**config.mk**
```make
export PLATFORM = sky130hd
export DESIGN_NAME = mem_arbiter
export DESIGN_NICKNAME = d
export VERILOG_FILES = /design/src/rtl/mem_arbiter.sv
export SDC_FILE = /design/constraint.sdc
export NUM_CORES = 1
export LEC_CHECK = 0
export BUFFER_PORTS_ARGS = -buffer_cell sky130_fd_sc_hd__clkbuf_2
export CORE_AREA = 2 2 112 114
export DETAILED_ROUTE_END_ITERATION = 12
export DIE_AREA = 0 0 114 116
export PLACE_DENSITY_LB_ADDON = 0.25
export RECOVER_POWER = 100
export SLEW_MARGIN = 20
export SYNTH_ARGS = -nofsm -noshare
export SYNTH_HDL_FRONTEND = slang
export SYNTH_SLANG_ARGS = --single-unit
```
**constraint.sdc**
```tcl
create_clock -name clk -period 3.8 [get_ports clk]
set_input_delay 0 -clock clk [delete_from_list [all_inputs] [get_ports clk]]
set_output_delay 0 -clock clk [all_outputs]
set_load 0.005 [all_outputs]
```
**src/rtl/mem_arbiter.sv**
```systemverilog
// mem_arbiter: grants the byte-wide RAM port to IF or MEM and sequences
// each request into 1-4 byte accesses, assembling reads little-endian.
//
// Ports:
//   clk, rst                 clock, synchronous active-high reset
//   if_req/if_addr           4-byte fetch request (held until if_done)
//   if_done/if_data          one-cycle completion pulse and fetched word
//   mem_req/mem_rw/mem_addr  load/store request (held until mem_done)
//   mem_len/mem_wdata        byte count minus one, store data
//   mem_done/mem_rdata       one-cycle completion pulse, zero-filled load data
//   ram_rw/ram_addr/ram_dout RAM command, byte address, write data
//   ram_din                  RAM read data, one cycle after the address
//
// Build option: define MEMARB_IF_FAIR_EN for round-robin arbitration
// when both requests are pending; otherwise MEM has strict priority.

module mem_arbiter #(
    parameter int ADDR_W = 32
) (
    input  logic              clk,
    input  logic              rst,
    input  logic              if_req,
    input  logic [ADDR_W-1:0] if_addr,
    output logic              if_done,
    output logic [31:0]       if_data,
    input  logic              mem_req,
    input  logic              mem_rw,
    input  logic [ADDR_W-1:0] mem_addr,
    input  logic [1:0]        mem_len,
    input  logic [31:0]       mem_wdata,
    output logic              mem_done,
    output logic [31:0]       mem_rdata,
    output logic              ram_rw,
    output logic [ADDR_W-1:0] ram_addr,
    output logic [7:0]        ram_dout,
    input  logic [7:0]        ram_din
);

    typedef enum logic [1:0] {
        S_IDLE,
        S_RD,
        S_WR,
        S_DONE
    } state_t;

    state_t            state_q, state_d;
    logic [ADDR_W-1:0] base_q;
    logic [2:0]        n_q;
    logic [2:0]        k_q;
    logic              own_mem_q;
    logic [31:0]       asm_q;
    logic [31:0]       wdata_q;

    logic              grant_mem;
    logic              grant_if;
    logic [1:0]        cap_idx;

    // Byte returned this cycle belongs to the address issued last cycle.
    assign cap_idx = k_q[1:0] - 2'd1;

    always_ff @(posedge clk) begin
        if (rst) begin
            state_q <= S_IDLE;
        end else begin
            state_q <= state_d;
        end
    end

    always_comb begin
        state_d   = state_q;
        grant_mem = 1'b0;
        grant_if  = 1'b0;
        ram_rw    = 1'b0;
        ram_addr  = '0;
        ram_dout  = '0;
        if_done   = 1'b0;
        if_data   = '0;
        mem_done  = 1'b0;
        mem_rdata = '0;
        unique case (state_q)
            S_IDLE: begin
`ifdef MEMARB_IF_FAIR_EN
                // On contention, the previous non-owner wins.
                grant_mem = mem_req && (!if_req || !own_mem_q);
`else
                grant_mem = mem_req;
`endif
                grant_if = if_req && !grant_mem;
                if (grant_mem) begin
                    state_d = mem_rw ? S_WR : S_RD;
                end else if (grant_if) begin
                    state_d = S_RD;
                end
            end
            S_RD: begin
                // k == n is a capture-only cycle for the last byte.
                if (k_q < n_q) begin
                    ram_addr = base_q + ADDR_W'(k_q);
                end
                if (k_q == n_q) begin
                    state_d = S_DONE;
                end
            end
            S_WR: begin
                ram_rw   = 1'b1;
                ram_addr = base_q + ADDR_W'(k_q);
                ram_dout = wdata_q[{k_q[1:0], 3'b000} +: 8];
                if (k_q == n_q - 3'd1) begin
                    state_d = S_DONE;
                end
            end
            S_DONE: begin
                state_d = S_IDLE;
                if (own_mem_q) begin
                    mem_done  = 1'b1;
                    mem_rdata = asm_q;
                end else begin
                    if_done = 1'b1;
                    if_data = asm_q;
                end
            end
            default: state_d = S_IDLE;
        endcase
    end

    always_ff @(posedge clk) begin
        if (rst) begin
            base_q    <= '0;
            n_q       <= '0;
            k_q       <= '0;
            own_mem_q <= 1'b1;
            asm_q     <= '0;
            wdata_q   <= '0;
        end else if (grant_mem) begin
            base_q    <= mem_addr;
            n_q       <= {1'b0, mem_len} + 3'd1;
            k_q       <= '0;
            own_mem_q <= 1'b1;
            asm_q     <= '0;
            wdata_q   <= mem_wdata;
        end else if (grant_if) begin
            base_q    <= if_addr;
            n_q       <= 3'd4;
            k_q       <= '0;
            own_mem_q <= 1'b0;
            asm_q     <= '0;
            wdata_q   <= '0;
        end else if (state_q == S_RD) begin
            if (k_q != 3'd0) begin
                asm_q[{cap_idx, 3'b000} +: 8] <= ram_din;
            end
            k_q <= k_q + 3'd1;
        end else if (state_q == S_WR) begin
            k_q <= k_q + 3'd1;
        end
    end

endmodule

```
==> run summary, run 1 <==
Critical setup path kind: flip-flop to output port
Global-route wire length before repair: 28.6 mm
Syn-to-layout area delta: 41.7%
Worst vdd ir: 0.000341 V
Status: completed
Relative slew slack: 8.33%
Ys flop type: dfxtp_1
Vias in the first global route: 5849
CP arrival: 3.15 ns
Grt ovf: 0
Worst-Margin Slew: 1.38 ns
Setup TNS: 0 ns
Std-Cell Rows: 40
Worst skew pair latency: 0.34 ns
Placed wire-length estimate: 11.4 mm
Sw power: 1.67 mW
# clock sinks: 105
Die area: 0.0132 mm^2
Crit path time final: 3.15 ns
Worst Path Required: 3.80 ns
Core Region: 0.0119 mm^2
Cell variety after synth: 52
Antenna Cells: 0
Crit-path cells: buf_4 -> inv_1 -> ha_1 -> nor2b_1 -> o21ai_0 -> clkbuf_1 -> nand2_1 -> clkbuf_1 -> nor3_1 -> buf_1
Power per cell area: 500 mW/mm^2
GP Congestion: 0.898
Avg Vias per Cell: 5.55
Via count: 6453
Buffer depth of the longest clock path: 2
CTS buffer count: 9
Post-synth top area share: 35.6%
Fin nets: 1142
RSZ-0062 raised after global routing: false
Most common cell after layout, fill and taps aside: clkbuf_2
Placed cells: 1039
Share of layout cells above drive strength 1: 22.4%
CTS tree: yes
Clk slew on worst S/H paths: 0.08 ns
Switch share: 40.0%
Critical Path Slowest Stage Cell: clkbuf_1
Tcrit/Tclk final: 83.0%
Yosys warns: 0
Post-CTS sizing: 0
Hold Path Class: input pin to flip-flop
Register area share after synthesis: 35.6%
Crit-path max FO: 24
DRC viols: 0
Gate Count Post-Synth: 725
Final Routed Wirelength: 18.1 mm
Routed len/inst: 15.5 um
Startpoint types: flip-flop
Number of buffers added on ports: 217
Int Pwr: 2.51 mW
TritonRoute pass-1 iters: 6
Largest net degree at the start of global routing: 66
Hold Fails Final Rpt: 0
Total track usage: 26.5%
DR iter-0 viols: 411
Initial antenna violation count: 0
Area contributors post-synth: dfxtp_1 36%, a311oi_1 5.0%, a22o_1 4.7%, nand3_1 4.7%, nand2_1 4.6%
Clk pwr share: 22.9%
Final setup violation count: 0
Starting density of the core: 49.6%
Fmax: 317 MHz
Total of max-cap violations: 0
Syn_area_per_cell: 8.15 um^2
Most frequent cells in the layout: 191 x clkbuf_2, 107 x dlygate4sd3_1, 105 x dfxtp_1
Syn Nets: 856
Crit path capture type: output port
Part of the power in registers: 35.8%
FFs w/ async S/R, synth: 0%
Die W: 114 um
Io pins: 218
Critical path's most frequent cell: clkbuf_1
Leakage: 3.63 nW
Die height: 116 um
Post-synth EDFFs: 0
Antenna Nets Post-Route: 0
Logic pwr share: 41.3%
Synthesized area: 0.00591 mm^2
Slew Limit Fails: 0
Post-Layout Cell Count: 1163
Largest area contributor in the netlist: dfxtp_1
Worst Skew: 0.0105 ns
#FFs+latches synth: 105
Root Buffer: clkbuf_16
Crit-path max cell delay: 0.75 ns
H-tree levels: 3
Fill count: 971
==> kinds of logic (layout without fill, tap and decap cells) <==
kind of cell,count (synthesis),after routing,synth area share (%)
AND/OR/NAND/NOR,347,347,30.5
adder cells (fa/ha/maj),20,20,4.36
buffers and inverters,77,368,5.10
XOR/XNOR,14,14,2.33
AO/OA/AOI/OAI,147,147,18.0
flip-flops,105,105,35.6
multiplexers,15,15,4.23
==> cell usage after synthesis, types with 2 or more instances <==
cell type and n:
a21oi_1 47, a22o_1 32, a311oi_1 34, and2_1 42, and3_1 37, and4_1 2
buf_1 5, buf_2 3, clkbuf_1 52, dfxtp_1 105, ha_1 19, inv_1 15
mux2i_1 7, mux4_2 8, nand2_1 73, nand2b_1 9, nand3_1 56, nand3b_1 5
nand4_1 3, nor2_1 60, nor2b_1 8, nor3_1 4, nor4_1 14, o2111ai_1 2
o211ai_1 6, o21ai_0 5, o31ai_1 11, or3_1 18, or4_1 9, xnor2_1 6
xor2_1 7
==> stage by stage <==
step           power (mW)  hold WS [ns]  setup slack, ns  utilization (%)  area (um^2)
3_3_place_gp         2.97         0.210             1.36             59.1         7040
2_1_floorplan        2.55         0.120             1.10                -         5910
6_report             4.18        0.0213            0.648             70.3         8370
4_1_cts              4.17       0.00340            0.879             70.8         8430
3_5_place_dp         2.99         0.213             1.30             59.1         7040
5_1_grt              4.45        0.0249            0.385             70.3         8370
==> per-layer routing <==
layer / wire length, um / up-vias / share of wire [%] / track usage [%]
met5: 0 / - / 0 / 0
met4: 327 / 0 / 1.8 / 9.11
met3: 1010 / 28 / 5.6 / 4.03
met2: 8610 / 255 / 48 / 43.7
met1: 8120 / 2960 / 45 / 35.7
li1: - / 3210 / - / -
==> worst max-delay path, delay by kind of cell (launching register included) <==
family,cells,cell delay (ns)
buffers and inverters,5,1.66
AND/OR/NAND/NOR,3,0.50
flip-flops,1,0.34
adder cells (fa/ha/maj),1,0.20
AO/OA/AOI/OAI,1,0.09
==> final timing paths <==
check                          start                 endpoint  slack (ns)  depth (start not counted)
max reg2reg  state_q[0]$_SDFFE_PP0P_  base_q[27]$_SDFFE_PP0P_        0.85                          8
max              k_q[0]$_SDFFE_PP0P_              ram_addr[2]        0.65                         10
min reg2reg   asm_q[14]$_SDFFE_PP0P_   asm_q[14]$_SDFFE_PP0P_        0.46                          2
min                           mem_rw  state_q[0]$_SDFFE_PP0P_        0.02                          4
==> flip-flops by register name, summed over array words and instances, names as in the netlist <==
signal / cells
wdata_q: 32
own_mem_q: 1
n_q: 3
asm_q: 32
base_q: 32
k_q: 3
state_q: 2
==> power by group through the flow <==
stage	registers [mW]	clock network, mW	logic [mW]
final	1.50	0.959	1.73
after global routing	1.53	1.01	1.91
after CTS	1.49	0.973	1.71
after detailed placement	1.52	0	1.47
after global placement	1.51	0	1.46
after floorplan	1.46	0	1.09
==> repair_timing <==
action | in CTS | in global routing
hold buffers | 107 | 0
setup buffers | 0 | 0
hold endpoints to repair | 75 | 0
==> final cells by class <==
cell class              count  area [um^2]  area share [%]
clock inverters             7         93.8            1.12
inverters                  15         56.3           0.672
clock buffers               9          225            2.69
repair buffers            337         2200            26.3
well taps                 147          184            2.20
flip-flops and latches    105         2100            25.1
multi-input cells         543         3510            42.0
Power figures use the tool's default switching activity.
==> run 2, diff against run 1 <==
--- a/config.mk
+++ b/config.mk
@@ -5,10 +5,11 @@
 export SDC_FILE = /design/constraint.sdc
 export NUM_CORES = 1
 export LEC_CHECK = 0
+export ABC_AREA = 1
 export BUFFER_PORTS_ARGS = -buffer_cell sky130_fd_sc_hd__clkbuf_2
-export CORE_AREA = 2 2 112 114
+export CORE_AREA = 2 2 119 121
 export DETAILED_ROUTE_END_ITERATION = 12
-export DIE_AREA = 0 0 114 116
+export DIE_AREA = 0 0 121 123
 export PLACE_DENSITY_LB_ADDON = 0.25
 export RECOVER_POWER = 100
 export SLEW_MARGIN = 20
==> constraint.sdc (replaced) <==
create_clock -name clk -period 2.88 [get_ports clk]
set_input_delay 0 -clock clk [delete_from_list [all_inputs] [get_ports clk]]
set_output_delay 0 -clock clk [all_outputs]
set_load 0.005 [all_outputs]
==> run 2 against run 1 <==
  * Cell count grew 21%
  * Worst hold slack improved by 0.0038 ns
  * Critical endpoint is now n_q[0]$_SDFFE_PP0P_
  * Register-to-register slack got worse by 0.67 ns
  * Clock skew decreased by 0.0040 ns
  * Combinational power up 27%
  * Area after synthesis rose by 3.6%
  * Non-clock buffer count fell by 5
==> run summary, run 2 <==
Core Region: 0.0136 mm^2 (was 0.0119 mm^2)
Top-count cell post-synth: nand2_1 (was dfxtp_1)
Gr busiest metal: met2 (unchanged)
Gate Count Post-Synth: 937 (was 725)
Share of layout cells above drive strength 1: 19.2% (was 22.4%)
Crit-path cells: inv_1 -> ha_1 -> nand2_1 -> nand2_4 -> nor2_4 -> inv_2 -> o32ai_1 -> dlygate4sd3_1 (was buf_4 -> inv_1 -> ha_1 -> nor2b_1 -> o21ai_0 -> clkbuf_1 -> nand2_1 -> clkbuf_1 -> nor3_1 -> buf_1)
Via count: 7180 (was 6453)
Critical setup path kind: flip-flop to flip-flop (was flip-flop to output port)
FFs w/ async S/R, synth: 0% (unchanged)
Hold Fails Final Rpt: 0 (unchanged)
Final core occ: 63.3% (was 70.3%)
Largest net degree at the start of global routing: 66 (unchanged)
DRC viols: 0 (unchanged)
Cell variety after synth: 37 (was 52)
Crit-path max FO: 35 (was 24)
Initial antenna violation count: 0 (unchanged)
CTS buffer count: 9 (unchanged)
Die W: 121 um (was 114 um)
Leakage: 3.74 nW (was 3.63 nW)
Ys flop type: dfxtp_1 (unchanged)
Register area share after synthesis: 34.3% (was 35.6%)
Top delay family on crit path: buffers and inverters (unchanged)
Power, Total: 5.60 mW (was 4.18 mW)
Slew Limit Fails: 0 (unchanged)
Met1 usage: 33.4% (was 35.7%)
Global-route wire length before repair: 30.4 mm (was 28.6 mm)
Met3 usage: 2.54% (was 4.03%)
Clk slew on worst S/H paths: 0.07 ns (was 0.08 ns)
Post-synth top area share: 34.3% (was 35.6%)
Worst vdd ir: 0.000332 V (was 0.000341 V)
Status: completed (unchanged)
Fmax: 370 MHz
Commonest cells post-synth: 188 x nand2_1, 155 x nor2_1, 105 x dfxtp_1, 97 x inv_1, 93 x o21ai_0 (was 105 x dfxtp_1, 73 x nand2_1, 60 x nor2_1, 56 x nand3_1, 52 x clkbuf_1)
Worst Skew: 0.00655 ns (was 0.0105 ns)
Tcrit/Tclk final: 93.8%
Post-CTS Setup Inserts: 0 (unchanged)
Synthesized area: 0.00613 mm^2 (was 0.00591 mm^2)
Worst hold margin: 0.0252 ns (was 0.0213 ns)
Crit path capture type: flip-flop (was output port)
Root Buffer: clkbuf_16 (unchanged)
Worst-Margin Slew: 1.03 ns (was 1.38 ns)
Placed wire-length estimate: 12.8 mm (was 11.4 mm)
Io pins: 218 (unchanged)
Syn-to-layout area delta: 40.7% (was 41.7%)
Placed cells: 1291 (was 1039)
Routed len/inst: 13.7 um (was 15.5 um)
CTS tree: yes (unchanged)
Number of buffers added on ports: 217 (unchanged)
Final Routed Wirelength: 19.3 mm (was 18.1 mm)
Worst Path Required: 3.11 ns (was 3.80 ns)
# clock sinks: 105 (unchanged)
GP Congestion: 0.916 (was 0.898)
Total track usage: 25.2% (was 26.5%)
Power per cell area: 649 mW/mm^2 (was 500 mW/mm^2)
Area contributors post-synth: dfxtp_1 34%, nand2_1 12%, nor2_1 9.5%, o21ai_0 7.6%, inv_1 5.9% (was dfxtp_1 36%, a311oi_1 5.0%, a22o_1 4.7%, nand3_1 4.7%, nand2_1 4.6%)
Buffer depth of the longest clock path: 2 (unchanged)
Yosys warns: 0 (unchanged)
Largest area contributor in the netlist: dfxtp_1 (unchanged)
Most frequent cells in the layout: 192 x clkbuf_2, 188 x nand2_1, 155 x nor2_1 (was 191 x clkbuf_2, 107 x dlygate4sd3_1, 105 x dfxtp_1)
Reg2reg setup slack: 0.18 ns (was 0.85 ns)
Most common cell after layout, fill and taps aside: clkbuf_2 (unchanged)
Hold Path Class: input pin to flip-flop (unchanged)
Syn_area_per_cell: 6.54 um^2 (was 8.15 um^2)
Antenna Nets Post-Route: 0 (unchanged)
Final setup violation count: 0 (unchanged)
Syn Nets: 1068 (was 856)
Post-Layout Cell Count: 1412 (was 1163)
Startpoint types: flip-flop (unchanged)
Total of max-cap violations: 0 (unchanged)
Crit-path max cell delay: 0.59 ns (was 0.75 ns)
Die area: 0.0149 mm^2 (was 0.0132 mm^2)
Starting density of the core: 45.0% (was 49.6%)
Top flop regs: asm_q (32), base_q (32), wdata_q (32) (unchanged)
TritonRoute pass-1 iters: 6 (unchanged)
DR iter-0 viols: 532 (was 411)
Vias in the first global route: 6419 (was 5849)
Post-synth EDFFs: 0 (unchanged)
#FFs+latches synth: 105 (unchanged)
Fin nets: 1360 (was 1142)
Relative slew slack: 30.9% (was 8.33%)
Critical Path Slowest Stage Cell: dlygate4sd3_1 (was clkbuf_1)
Avg Vias per Cell: 5.08 (was 5.55)
Grt ovf: 0 (unchanged)
Std-Cell Rows: 43 (was 40)
Worst skew pair latency: 0.35 ns (was 0.34 ns)
Met2 Use GR: 42.3% (was 43.7%)
CP arrival: 2.94 ns (was 3.15 ns)
Antenna Cells: 0 (unchanged)
Crit path time final: 2.70 ns
Setup TNS: 0 ns (unchanged)
H-tree levels: 3 (unchanged)
Die height: 123 um (was 116 um)
Buf/Inv on CP: 3 (was 5)
-- run 2: cell families (layout without fill, tap and decap cells) --
group                      count (synthesis)  in the layout  synth area share (%)
AOI/OAI and AO/OA                        231            231                  21.4
xor gates and xnor gates                   3              3                 0.429
adders and majority gates                 20             20                  4.21
buffers and inverters                    154            448                  10.1
DFF                                      105            105                  34.3
and+or+nand+nor                          424            425                  29.5
-- run 2: report_power, final --
part	switching (mW)	internal, mW
logic	1.34	0.862
registers	0.263	1.75
clock network	0.543	0.842
-- run 2: path summary, 6_finish.rpt --
check                                   to  cells after the start                     start
setup / recovery       n_q[0]$_SDFFE_PP0P_                      8   state_q[0]$_SDFFE_PP0P_
hold / removal         n_q[1]$_SDFFE_PP0P_                      4                mem_len[1]
setup reg to reg       n_q[0]$_SDFFE_PP0P_                      8   state_q[0]$_SDFFE_PP0P_
hold reg to reg   wdata_q[26]$_SDFFE_PP0P_                      1  wdata_q[26]$_SDFFE_PP0P_
-- run 2: per-stage QoR --
step | area, um^2 | setup WS [ns]
finish | 8620 | 0.179
global route | 8620 | -0.00210
CTS | 8660 | 0.0638
detailed placement | 7270 | 0.452
global placement | 7270 | 0.593
floorplan | 6130 | 0.751
-- run 2: worst reg2reg max path, delay by kind of cell, from the launching register on --
family | cells | cell delay (ns)
compound gates | 1 | 0.17
fa+ha+maj | 1 | 0.23
buf+inv | 3 | 1.18
flops | 1 | 0.34
simple gates | 3 | 0.67
-- run 2: layout make-up --
cell class              count  area (um^2)
clock buffers               9          225
flip-flops and latches    105         2100
inverters                 102          385
repair buffers            332         2180
well taps                 180          225
multi-input cells         679         3400
clock inverters             5          106
fillers                  1247         4990
-- run 2: routing by layer --
| metal | vias up | share of wire, % |
|---|---|---|
| met5 | - | 0 |
| met1 | 3196 | 45 |
| met4 | 0 | 3.1 |
| met2 | 280 | 46 |
| met3 | 43 | 5.5 |
| li1 | 3661 | - |
-- run 2: repair_timing --
action / in CTS / in global routing
hold buffers: 106 / 0
hold endpoints to repair: 72 / 0
gates resized for setup: 0 / 2
endpoints found under the setup margin: 0 / 33
==> run 3, diff against run 2 <==
==> constraint.sdc (replaced) <==
create_clock -name clk -period 2.3 [get_ports clk]
set_input_delay 0 -clock clk [delete_from_list [all_inputs] [get_ports clk]]
set_output_delay 0 -clock clk [all_outputs]
set_load 0.005 [all_outputs]
==> run 3 against run 2 <==
  * Flip-flop and latch count did not move
  * Via count rose by 2.5%
  * Register-to-register slack improved by 0.08 ns
  * Total power rose by 22%
  * Cell count rose by 1.3%
  * Cell area rose by 2.8%
  * Critical path type is now flip-flop to output port
  * Largest power group unchanged
  * Highest routed layer unchanged
==> run summary, run 3 (synthesis results as in run 2) <==
Antenna Nets Post-Route: 0 (unchanged)
Grt ovf: 0 (unchanged)
Status: completed (unchanged)
Antenna Cells: 0 (unchanged)
Final Routed Wirelength: 20.1 mm (was 19.3 mm)
Final setup violation count: 0 (unchanged)
Crit-path cells: ha_4 -> inv_1 -> fa_2 -> inv_2 -> nand2_2 -> nand2_4 -> nand2_4 -> nor2_8 -> nand3_2 -> and2_0 -> nor2_1 -> buf_2 (was inv_1 -> ha_1 -> nand2_1 -> nand2_4 -> nor2_4 -> inv_2 -> o32ai_1 -> dlygate4sd3_1)
Leakage: 3.84 nW (was 3.74 nW)
Crit path time final: 2.27 ns
Fmax: 441 MHz
Top flop regs: asm_q (32), base_q (32), wdata_q (32) (unchanged)
WL met1: 8.66 mm (was 8.72 mm)
Critical setup path kind: flip-flop to output port (was flip-flop to flip-flop)
Buffer depth of the longest clock path: 2 (unchanged)
Io pins: 218 (unchanged)
Worst Skew: 0.00786 ns (was 0.00655 ns)
Worst Path Required: 2.30 ns (was 3.11 ns)
Crit-path max cell delay: 0.40 ns (was 0.59 ns)
Worst-Margin Slew: 0.933 ns (was 1.03 ns)
# clock sinks: 105 (unchanged)
Slew Limit Fails: 0 (unchanged)
Met3 routed WL: 1.30 mm (was 1.06 mm)
Worst skew pair latency: 0.36 ns (was 0.35 ns)
Number of buffers added on ports: 217 (unchanged)
Hold Path Class: input pin to flip-flop (unchanged)
Core Region: 0.0136 mm^2 (unchanged)
Most common cell after layout, fill and taps aside: clkbuf_2 (unchanged)
Worst Setup Slack, final: 0.0301 ns (was 0.179 ns)
Power per cell area: 772 mW/mm^2 (was 649 mW/mm^2)
Total of max-cap violations: 0 (unchanged)
Die height: 123 um (unchanged)
Critical path's most frequent cell: nand2_4
GP Congestion: 0.882 (was 0.916)
Largest net degree at the start of global routing: 66 (unchanged)
Starting density of the core: 45.0% (unchanged)
Worst vdd ir: 0.000431 V (was 0.000332 V)
CP arrival: 2.27 ns (was 2.94 ns)
CTS buffer count: 9 (unchanged)
Crit-path max FO: 7 (was 35)
Total track usage: 25.9% (was 25.2%)
Global-route wire length before repair: 30.8 mm (was 30.4 mm)
Clk slew on worst S/H paths: 0.07 ns (about the same)
Via count: 7361 (was 7180)
DRC viols: 0 (unchanged)
Startpoint types: flip-flop (unchanged)
Fin nets: 1377 (was 1360)
Crit path capture type: output port (was flip-flop)
WL met2: 9.43 mm (was 8.91 mm)
Syn-to-layout area delta: 44.6% (was 40.7%)
Std-Cell Rows: 43 (unchanged)
Root Buffer: clkbuf_16 (unchanged)
Critical Path Slowest Stage Cell: dfxtp_4 (was dlygate4sd3_1)
Worst hold margin: 0.0176 ns (was 0.0252 ns)
Power, Total: 6.84 mW (was 5.60 mW)
Share of layout cells above drive strength 1: 22.5% (was 19.2%)
CTS tree: yes (unchanged)
Most frequent cells in the layout: 203 x clkbuf_2, 184 x nand2_1, 153 x nor2_1 (was 192 x clkbuf_2, 188 x nand2_1, 155 x nor2_1)
DP Worst Slack: 0.125 ns (was 0.452 ns)
Initial antenna violation count: 0 (unchanged)
H-tree levels: 3 (unchanged)
RSZ-0062 raised after global routing: true
Avg Vias per Cell: 5.14 (was 5.08)
DR iter-0 viols: 610 (was 532)
Hold Fails Final Rpt: 0 (unchanged)
Vias in the first global route: 6478 (was 6419)
Tcrit/Tclk final: 98.7%
Routed len/inst: 14.1 um (was 13.7 um)
Placed wire-length estimate: 13.0 mm (was 12.8 mm)
Top routing layer used: met4 (unchanged)
Die W: 121 um (unchanged)
Relative slew slack: 37.7% (was 30.9%)
Fill count: 1208 (was 1247)
Die area: 0.0149 mm^2 (unchanged)
TritonRoute pass-1 iters: 5 (was 6)
run 3: per-stage QoR:
step                      cell area [um^2]  util (%)  setup TNS [ns]  std cells
after CTS                             8710      64.0               0       1421
after detailed placement              7310      53.7               0       1296
final                                 8860      65.1               0       1431
after floorplan                       6130         -               0        937
after global placement                7310      53.7               0       1296
after global routing                  8860      65.1          -0.130       1431
run 3: metal layers:
metal	vias to the layer above	track usage (%)
met2	327	41.7
met3	58	3.46
met1	3283	34.1
li1	3693	-
met5	-	0
met4	0	13.4
run 3: worst paths after layout:
check	start	to	slack (ns)	depth (start not counted)
setup / recovery	k_q[0]$_SDFFE_PP0P_	ram_addr[30]	0.03	12
hold / removal	ram_din[2]	asm_q[26]$_SDFFE_PP0P_	0.02	3
setup reg to reg	state_q[0]$_SDFFE_PP0P_	base_q[27]$_SDFFE_PP0P_	0.26	7
hold reg to reg	wdata_q[2]$_SDFFE_PP0P_	wdata_q[2]$_SDFFE_PP0P_	0.46	1
run 3: cell type report:
type / instances / area [um^2] / share of cell area (%)
Sequential cell: 105 / 2110 / 23.8
Clock inverter: 6 / 68.8 / 0.777
Multi-Input combinational cell: 678 / 3460 / 39.1
Inverter: 102 / 392 / 4.42
Tap cell: 180 / 225 / 2.54
Clock buffer: 10 / 229 / 2.58
Timing Repair Buffer: 350 / 2370 / 26.8
run 3: what timing repair did:
action	in CTS	in global routing
gates cloned	0	1
buffers inserted	3	9
endpoints found under the hold margin	75	0
endpoints found under the setup margin	23	101
pin swaps	4	10
gates resized for setup	8	25
hold buffers	106	0
run 3: report_power, final:
part           leakage (nW)  internal (mW)  switching (mW)
Combinational          2.84           1.03            1.69
Sequential            0.861           2.20           0.359
Clock                 0.143          0.849           0.711
run 3: worst max-delay path, delay by kind of cell, from the launching register on:
| family | cells | cell delay, ns |
|---|---|---|
| adders and majority gates | 2 | 0.47 |
| buffers and inverters | 3 | 0.26 |
| DFF | 1 | 0.40 |
| and+or+nand+nor | 7 | 0.78 |
